<file path="config.mk">
export PLATFORM = sky130hd
export DESIGN_NAME = uart_tx_arbiter
export DESIGN_NICKNAME = d
export VERILOG_FILES = /design/src/rtl/uart_tx_arbiter.sv
export SDC_FILE = /design/constraint.sdc
export NUM_CORES = 1
export LEC_CHECK = 0
export ABC_CLOCK_PERIOD_IN_PS = 4900
export BUFFER_PORTS_ARGS = -buffer_cell sky130_fd_sc_hd__buf_4
export CAP_MARGIN = 10
export CORE_UTILIZATION = 25
export CTS_CLUSTER_SIZE = 40
export DETAILED_ROUTE_END_ITERATION = 8
export SYNTH_ARGS = -nofsm -noshare
export SYNTH_HDL_FRONTEND = slang
export SYNTH_SLANG_ARGS = --single-unit
</file>
<file path="constraint.sdc">
create_clock -name CLOCK -period 4.9 [get_ports CLOCK]
set_clock_uncertainty 0.1 [all_clocks]
set_input_delay 0.49 -clock CLOCK [delete_from_list [all_inputs] [get_ports CLOCK]]
set_output_delay 0.49 -clock CLOCK [all_outputs]
set_load 0.005 [all_outputs]
</file>
<file path="src/rtl/uart_tx_arbiter.sv">
// Round-robin arbiter sharing one UART byte transmitter among N_REQ requesters.
// Optional macro UART_TX_ARB_LOCK_EN adds a LOCK input for uninterrupted multi-byte messages.
module uart_tx_arbiter #(
  parameter int N_REQ = 4,
  parameter int ID_W  = 2
) (
  input  logic               CLOCK,
  input  logic               RST_n,
  input  logic [N_REQ-1:0]   REQ,
  input  logic [8*N_REQ-1:0] REQ_DATA,
`ifdef UART_TX_ARB_LOCK_EN
  input  logic [N_REQ-1:0]   LOCK,
`endif
  output logic [N_REQ-1:0]   ACK,
  output logic               TX_En_Sig,
  output logic [7:0]         TX_Data,
  input  logic               TX_Done_Sig,
  output logic               BUSY,
  output logic [ID_W-1:0]    GRANT_ID
);

  typedef enum logic [1:0] {IDLE, SEND, DONE} state_t;

  state_t            state, state_nxt;
  logic [ID_W-1:0]   last_ptr, last_ptr_nxt;
  logic [ID_W-1:0]   grant_nxt;
  logic [ID_W-1:0]   winner;
  logic              winner_vld;
  logic [7:0]        data_nxt;
  logic              en_nxt;
  logic              busy_nxt;
  logic [N_REQ-1:0]  ack_nxt;

  function automatic logic [ID_W-1:0] wrap_idx(input logic [ID_W-1:0] base, input int off);
    int s;
    s = int'(base) + off;
    if (s >= N_REQ) s = s - N_REQ;
    return s[ID_W-1:0];
  endfunction

  // Search starts just after the last winner so every requester gets a turn.
  always_comb begin
    winner     = '0;
    winner_vld = 1'b0;
    for (int i = 1; i <= N_REQ; i++) begin
      if (!winner_vld && REQ[wrap_idx(last_ptr, i)]) begin
        winner     = wrap_idx(last_ptr, i);
        winner_vld = 1'b1;
      end
    end
  end

  always_comb begin
    state_nxt    = state;
    en_nxt       = TX_En_Sig;
    data_nxt     = TX_Data;
    busy_nxt     = BUSY;
    grant_nxt    = GRANT_ID;
    last_ptr_nxt = last_ptr;
    ack_nxt      = '0;
    case (state)
      IDLE: begin
        if (winner_vld) begin
          data_nxt     = REQ_DATA[8*int'(winner) +: 8];
          grant_nxt    = winner;
          last_ptr_nxt = winner;
          en_nxt       = 1'b1;
          busy_nxt     = 1'b1;
          state_nxt    = SEND;
        end
      end
      SEND: begin
        if (TX_Done_Sig) begin
          en_nxt            = 1'b0;
          ack_nxt[GRANT_ID] = 1'b1;
          state_nxt         = DONE;
        end
      end
      DONE: begin
        busy_nxt  = 1'b0;
        state_nxt = IDLE;
`ifdef UART_TX_ARB_LOCK_EN
        // A locked requester keeps the transmitter without going back through arbitration.
        if (LOCK[GRANT_ID] && REQ[GRANT_ID]) begin
          data_nxt  = REQ_DATA[8*int'(GRANT_ID) +: 8];
          en_nxt    = 1'b1;
          busy_nxt  = 1'b1;
          state_nxt = SEND;
        end
`endif
      end
      default: state_nxt = IDLE;
    endcase
  end

  always_ff @(posedge CLOCK or negedge RST_n) begin
    if (!RST_n) begin
      state     <= IDLE;
      last_ptr  <= ID_W'(N_REQ - 1);
      GRANT_ID  <= '0;
      TX_Data   <= 8'h00;
      TX_En_Sig <= 1'b0;
      BUSY      <= 1'b0;
      ACK       <= '0;
    end else begin
      state     <= state_nxt;
      last_ptr  <= last_ptr_nxt;
      GRANT_ID  <= grant_nxt;
      TX_Data   <= data_nxt;
      TX_En_Sig <= en_nxt;
      BUSY      <= busy_nxt;
      ACK       <= ack_nxt;
    end
  end

endmodule

</file>
* Word level (Yosys, flattened, before mapping)
Index checks and enable logic that the tools add are counted.
** Word-level totals
- Register bits :: 20
- Bits of input ports :: 39
** Cells by class
- Add/subtract/negate cells :: 8
- Magnitude comparators :: 10
- Eq/ne operators :: 4
- Shift operators :: 1
- Muxes and demuxes :: 31
- Reduce and logical (&&, ||, !) cells :: 14
** Operators with widths (count)
- 32-bit by 6-bit indexed part select with 8-bit output :: 1
- 2-bit 2-to-1 mux :: 10
- 2-bit by 3-bit less-than comparator with 1-bit output (second input constant) :: 5
- 1-bit 2-to-1 mux :: 11
- 3-bit >= comparator (second input constant) :: 3
- 1-bit binary-select mux with 2-bit select :: 4
- 4-bit 2-to-1 mux :: 2
- 2-bit by 1-bit subtractor with 2-bit output (second input constant) :: 4
- 2-bit by 2-bit adder with 3-bit output (second input constant) :: 2
- 2-bit AND reduction :: 3
- 2-bit by 3-bit adder with 4-bit output (second input constant) :: 1
- 4-bit by 3-bit >= comparator with 1-bit output (second input constant) :: 1
- 1-bit logical AND :: 4
- 2-bit != test (second input constant) :: 2
- 1-bit case mux with 2 select lines :: 2
- 2-bit case mux with 2 select lines :: 1
- 2-bit nonzero test :: 2
- 2-bit by 1-bit adder with 3-bit output (second input constant) :: 1
- 1-bit logical NOT :: 3
- 3-bit AND reduction :: 1
- 1-bit demux with 2-bit select :: 1
- 2-bit by 1-bit equality test with 1-bit output (second input constant) :: 1
- 2-bit equality test (second input constant) :: 1
- 2-bit by 1-bit >= comparator with 1-bit output (second input constant) :: 1
- 2-bit logical NOT :: 1

* Longest topological paths before layout
- Word-level depth :: 17
- Depth in mapped cells :: 6
- Depth with buffers taken out :: 5

* Least setup slack after synthesis
No wires, ideal clock.
- Kind :: in2reg
- Start :: in REQ[0]
- End :: reg TX_Data[7]
- Library setup time :: 0.131 ns
- Arrival :: 1.587 ns
- Slack :: 3.082 ns
- Stages :: 6
- Path buffers :: 1
- Cell sequence :: o21a_1 o21ai_4 nand3_4 buf_12 a221oi_2 a211oi_1
** Between the ends
- Longest elaborated chain between the ends :: 13
- Elaborated cells between the ends (all ways) :: 24
** Ends and longest elaborated chain
- start, declared :: RTL line 9 : input logic [N_REQ-1:0] REQ,
- 1-bit binary-select mux with 2-bit select :: RTL line 46 : if (!winner_vld && REQ[wrap_idx(last_ptr, i)]) begin
- 1-bit 2-to-1 mux (not written as such) :: RTL line 46
- 1-bit 2-to-1 mux :: RTL line 46
- 1-bit logical NOT :: RTL line 46
- 1-bit logical AND :: RTL line 46
- 1-bit 2-to-1 mux :: RTL line 46
- 1-bit logical NOT :: RTL line 46
- 1-bit logical AND :: RTL line 46
- 1-bit 2-to-1 mux :: RTL line 46
- 1-bit logical NOT :: RTL line 46
- 1-bit logical AND :: RTL line 46
- 2-bit 2-to-1 mux or 1-bit 2-to-1 mux (tied branches) :: RTL line 46
- 32-bit by 6-bit indexed part select with 8-bit output or 2-bit AND reduction (tied branches)
- end signal, assigned :: RTL line 109 : TX_Data <= data_nxt;
- end, declared :: RTL line 16 : output logic [7:0] TX_Data,
Parallel ways exist; a longest one is shown, timed or not. The select of a mux whose other input is x is not followed.
A chain may end at the register's enable or synchronous reset.

* Final worst setup path
- Start :: reg last_ptr[1]
- End :: reg TX_Data[5]
** Between the ends
- Longest elaborated chain between the ends :: 16
- Elaborated cells between the ends (all ways) :: 40
** Ends and longest elaborated chain
- start, declared :: RTL line 25 : logic [ID_W-1:0] last_ptr, last_ptr_nxt;
- start signal, assigned :: RTL line 99 : last_ptr <= ID_W'(N_REQ - 1);
- start signal, assigned :: RTL line 107 : last_ptr <= last_ptr_nxt;
- 2-bit by 1-bit adder with 3-bit output :: RTL line 36 : s = int'(base) + off;
- 3-bit >= comparator or 2-bit by 1-bit subtractor with 2-bit output (tied branches) :: RTL line 37 : if (s >= N_REQ) s = s - N_REQ;
- 2-bit 2-to-1 mux :: RTL line 37
- 1-bit binary-select mux with 2-bit select :: RTL line 46
- 1-bit 2-to-1 mux (not written as such) :: RTL line 46
- 1-bit 2-to-1 mux :: RTL line 46
- 1-bit logical NOT :: RTL line 46
- 1-bit logical AND :: RTL line 46
- 1-bit 2-to-1 mux :: RTL line 46
- 1-bit logical NOT :: RTL line 46
- 1-bit logical AND :: RTL line 46
- 1-bit 2-to-1 mux :: RTL line 46
- 1-bit logical NOT :: RTL line 46
- 1-bit logical AND :: RTL line 46
- 2-bit 2-to-1 mux or 1-bit 2-to-1 mux (tied branches) :: RTL line 46
- 32-bit by 6-bit indexed part select with 8-bit output or 2-bit AND reduction (tied branches)
Parallel ways exist; a longest one is shown, timed or not. The select of a mux whose other input is x is not followed.

==> metrics.cfg <==
[grt]
grt_pass1_wl_um=4843
met3_usage_pct=3.289
use_met1_pct=17.43
grt_max_degree=21
grt_pass1_vias=1028
top_usage_layer=met2
grt_util_met2_pct=24.88
grt_use_total_pct=14.05
antenna_found_initial=0
grt_overflow=0

[setup_path]
reg2reg_to=TX_Data[5]$_DFFE_PN0P_
cp_max_fo=16
cp-start-kind=flop
slowest_stage=dfstp_2
cp.arrival_ns=2.03
reg2reg_slack_ns=2.90
end_kind=flop
cp.depth=4
crit_type=flop to flop
crit_family=simple AND/OR/NAND/NOR gates
path_buf_inv=0
worstRegToRegCells=4
path_cells=or3b_1 -> nand3_4 -> a221oi_1 -> a211oi_1
r2r-start=last_ptr[1]$_DFFE_PN1P_
critPathMaxStageDelay_ns=0.61
required_ns=4.92

[place]
dpl_cell_area_mm2=0.001545
io_buffers=54
dp_hpwl_um=2296
gp_congestion=0.6998

[synthesis]
synth_area_leaders=dfrtp_1 41%, mux2i_1 8.1%, a211oi_1 6.1%
synth_area_mm2=0.001106
synth_top_area_cell=dfrtp_1
synth_nets=148
synth-xor-area-share_pct=0
synth_top_family_by_area=simple AND/OR/NAND/NOR gates
synth_mux_area_share_pct=8.145
yosysWarnings=0
synth_edf_count=0
synth_compound_area_share_pct=20.48
yosys.area_share.simple_pct=21.27
ys_seq_elements=20
synth_ff_type=dfrtp_1
synth_cell_types=34
synthAdderAreaFrac_pct=0
yosysTopAreaCellShare_pct=40.72
synthArstFlopShare_pct=100.0
syn_inst=109
syn_avg_cell_area_um2=10.15
seq_area_frac_synth_pct=45.48

[worst_hold_path]
holdCritPathClass=input port to asynchronous set/reset pin

[timing]
tns_ns=0
finalSetupViolations=0
fin_hold_ws_ns=-0.006518
min_period_ns=2.004
hold_viol_final=9
fmax_ghz=0.4990
tightest_slew_ns=0.3840
fin_crit_sh_pct=40.90
drv_slew=0
relSlewSlack_pct=74.30
rsz0062_at_grt=false

[clocking]
htreeDepth=1
cts_resized=0
cts_root_buf=clkbuf_8
clkSinkCount=20
numCtsBuffers=3
tritoncts=yes
holdBufCountCts=0
clkLatencyLatePin_ns=0.25
cts_buffer_depth=2
cts.clk_slew.worst_paths_ns=0.07
cts_setup_buffers=0

[final_layout]
drive_gt1_share_pct=41.10
n_antenna_cell=0
final_cell_mix=55 x buf_4, 18 x dfrtp_1, 16 x nor2_1
nets=204
fillers=432
layout_commonest_cell=buf_4
area_growth_pct=43.44
final_area_mm2=0.001587

[status]
status=finished, violations left
violations=negative hold slack

[detailed_routing]
dr.first_iter.drc_count=41
wl_per_cell_um=13.91
vias=1045
finalWirelength_um=2962
drc=0
first_pass_iters=4
ant_nets=0
via_per_inst=4.906

[floorplan]
start_util_pct=26.88
dieArea_mm2=0.004694
core_area_mm2=0.004115
rows=23
die_w_um=68.52
die_height_um=68.52
io_pins=55

[power]
p_leak_nw=0.7704
vdd_drop_max_v=0.0001588
powerDensity_mw_per_mm2=453.1

[flow_run]
drv_cap=0

## cell type report
cell class	instances	area (µm²)	share of cell area, %
clock buffers	3	41.29	2.603
inverters	4	15.01	0.9464
multi-input cells	81	551.8	34.78
flip-flops and latches	20	503.0	31.70
well taps	50	62.56	3.943
repair buffers	55	412.9	26.03
## per-layer routing
layer  part of all wire, %  vias up
met2                    50       44
met5                     0        -
met3                   7.9        5
met1                    42      483
met4                  0.44        0
li1                      -      513
## flip-flops by register name, summed over array words and instances (netlist names)
name / cells
state: 2
GRANT_ID: 2
TX_Data: 8
BUSY: 1
ACK: 4
TX_En_Sig: 1
last_ptr: 2
## through the flow
stage          util (%)  setup WS (ns)  power, mW  std cells
6_report          38.55          2.896     0.7188        213
5_1_grt           38.55          2.759     0.7837        213
4_1_cts           38.55          2.906     0.7278        213
3_5_place_dp      37.55          2.690     0.6220        210
3_3_place_gp      37.55          2.718     0.6129        210
2_1_floorplan         -          3.082     0.4839        109
## kinds of logic after synthesis
group           after synthesis
compound gates               28
flops                        20
mux                           9
simple gates                 44
buf+inv                       8
## worst max path at each step
stage                            start                     end  slack [ns]
6_report       last_ptr[1]$_DFFE_PN1P_  TX_Data[5]$_DFFE_PN0P_        2.90
5_1_grt        last_ptr[1]$_DFFE_PN1P_  TX_Data[4]$_DFFE_PN0P_        2.76
4_1_cts        last_ptr[1]$_DFFE_PN1P_  TX_Data[5]$_DFFE_PN0P_        2.91
3_5_place_dp                    REQ[0]  TX_Data[5]$_DFFE_PN0P_        2.69
3_3_place_gp                    REQ[0]  TX_Data[5]$_DFFE_PN0P_        2.72
2_1_floorplan                   REQ[0]  TX_Data[7]$_DFFE_PN0P_        3.08
## synthesized netlist by cell type (3+ instances only)
| cell | number |
|---|---|
| inv_1 | 3 |
| mux2i_1 | 9 |
| a211oi_1 | 9 |
| dfrtp_1 | 18 |
| and3_1 | 9 |
| nand2_1 | 7 |
| a221oi_1 | 6 |
| nor2_1 | 16 |
## report_power, final
part           internal [mW]  switching (mW)  leakage, nW
Combinational          0.170           0.158        0.516
Sequential             0.233          0.0536        0.233
Clock                 0.0547          0.0495       0.0216
Total                  0.458           0.261        0.770
Power figures use the tool's default switching activity.
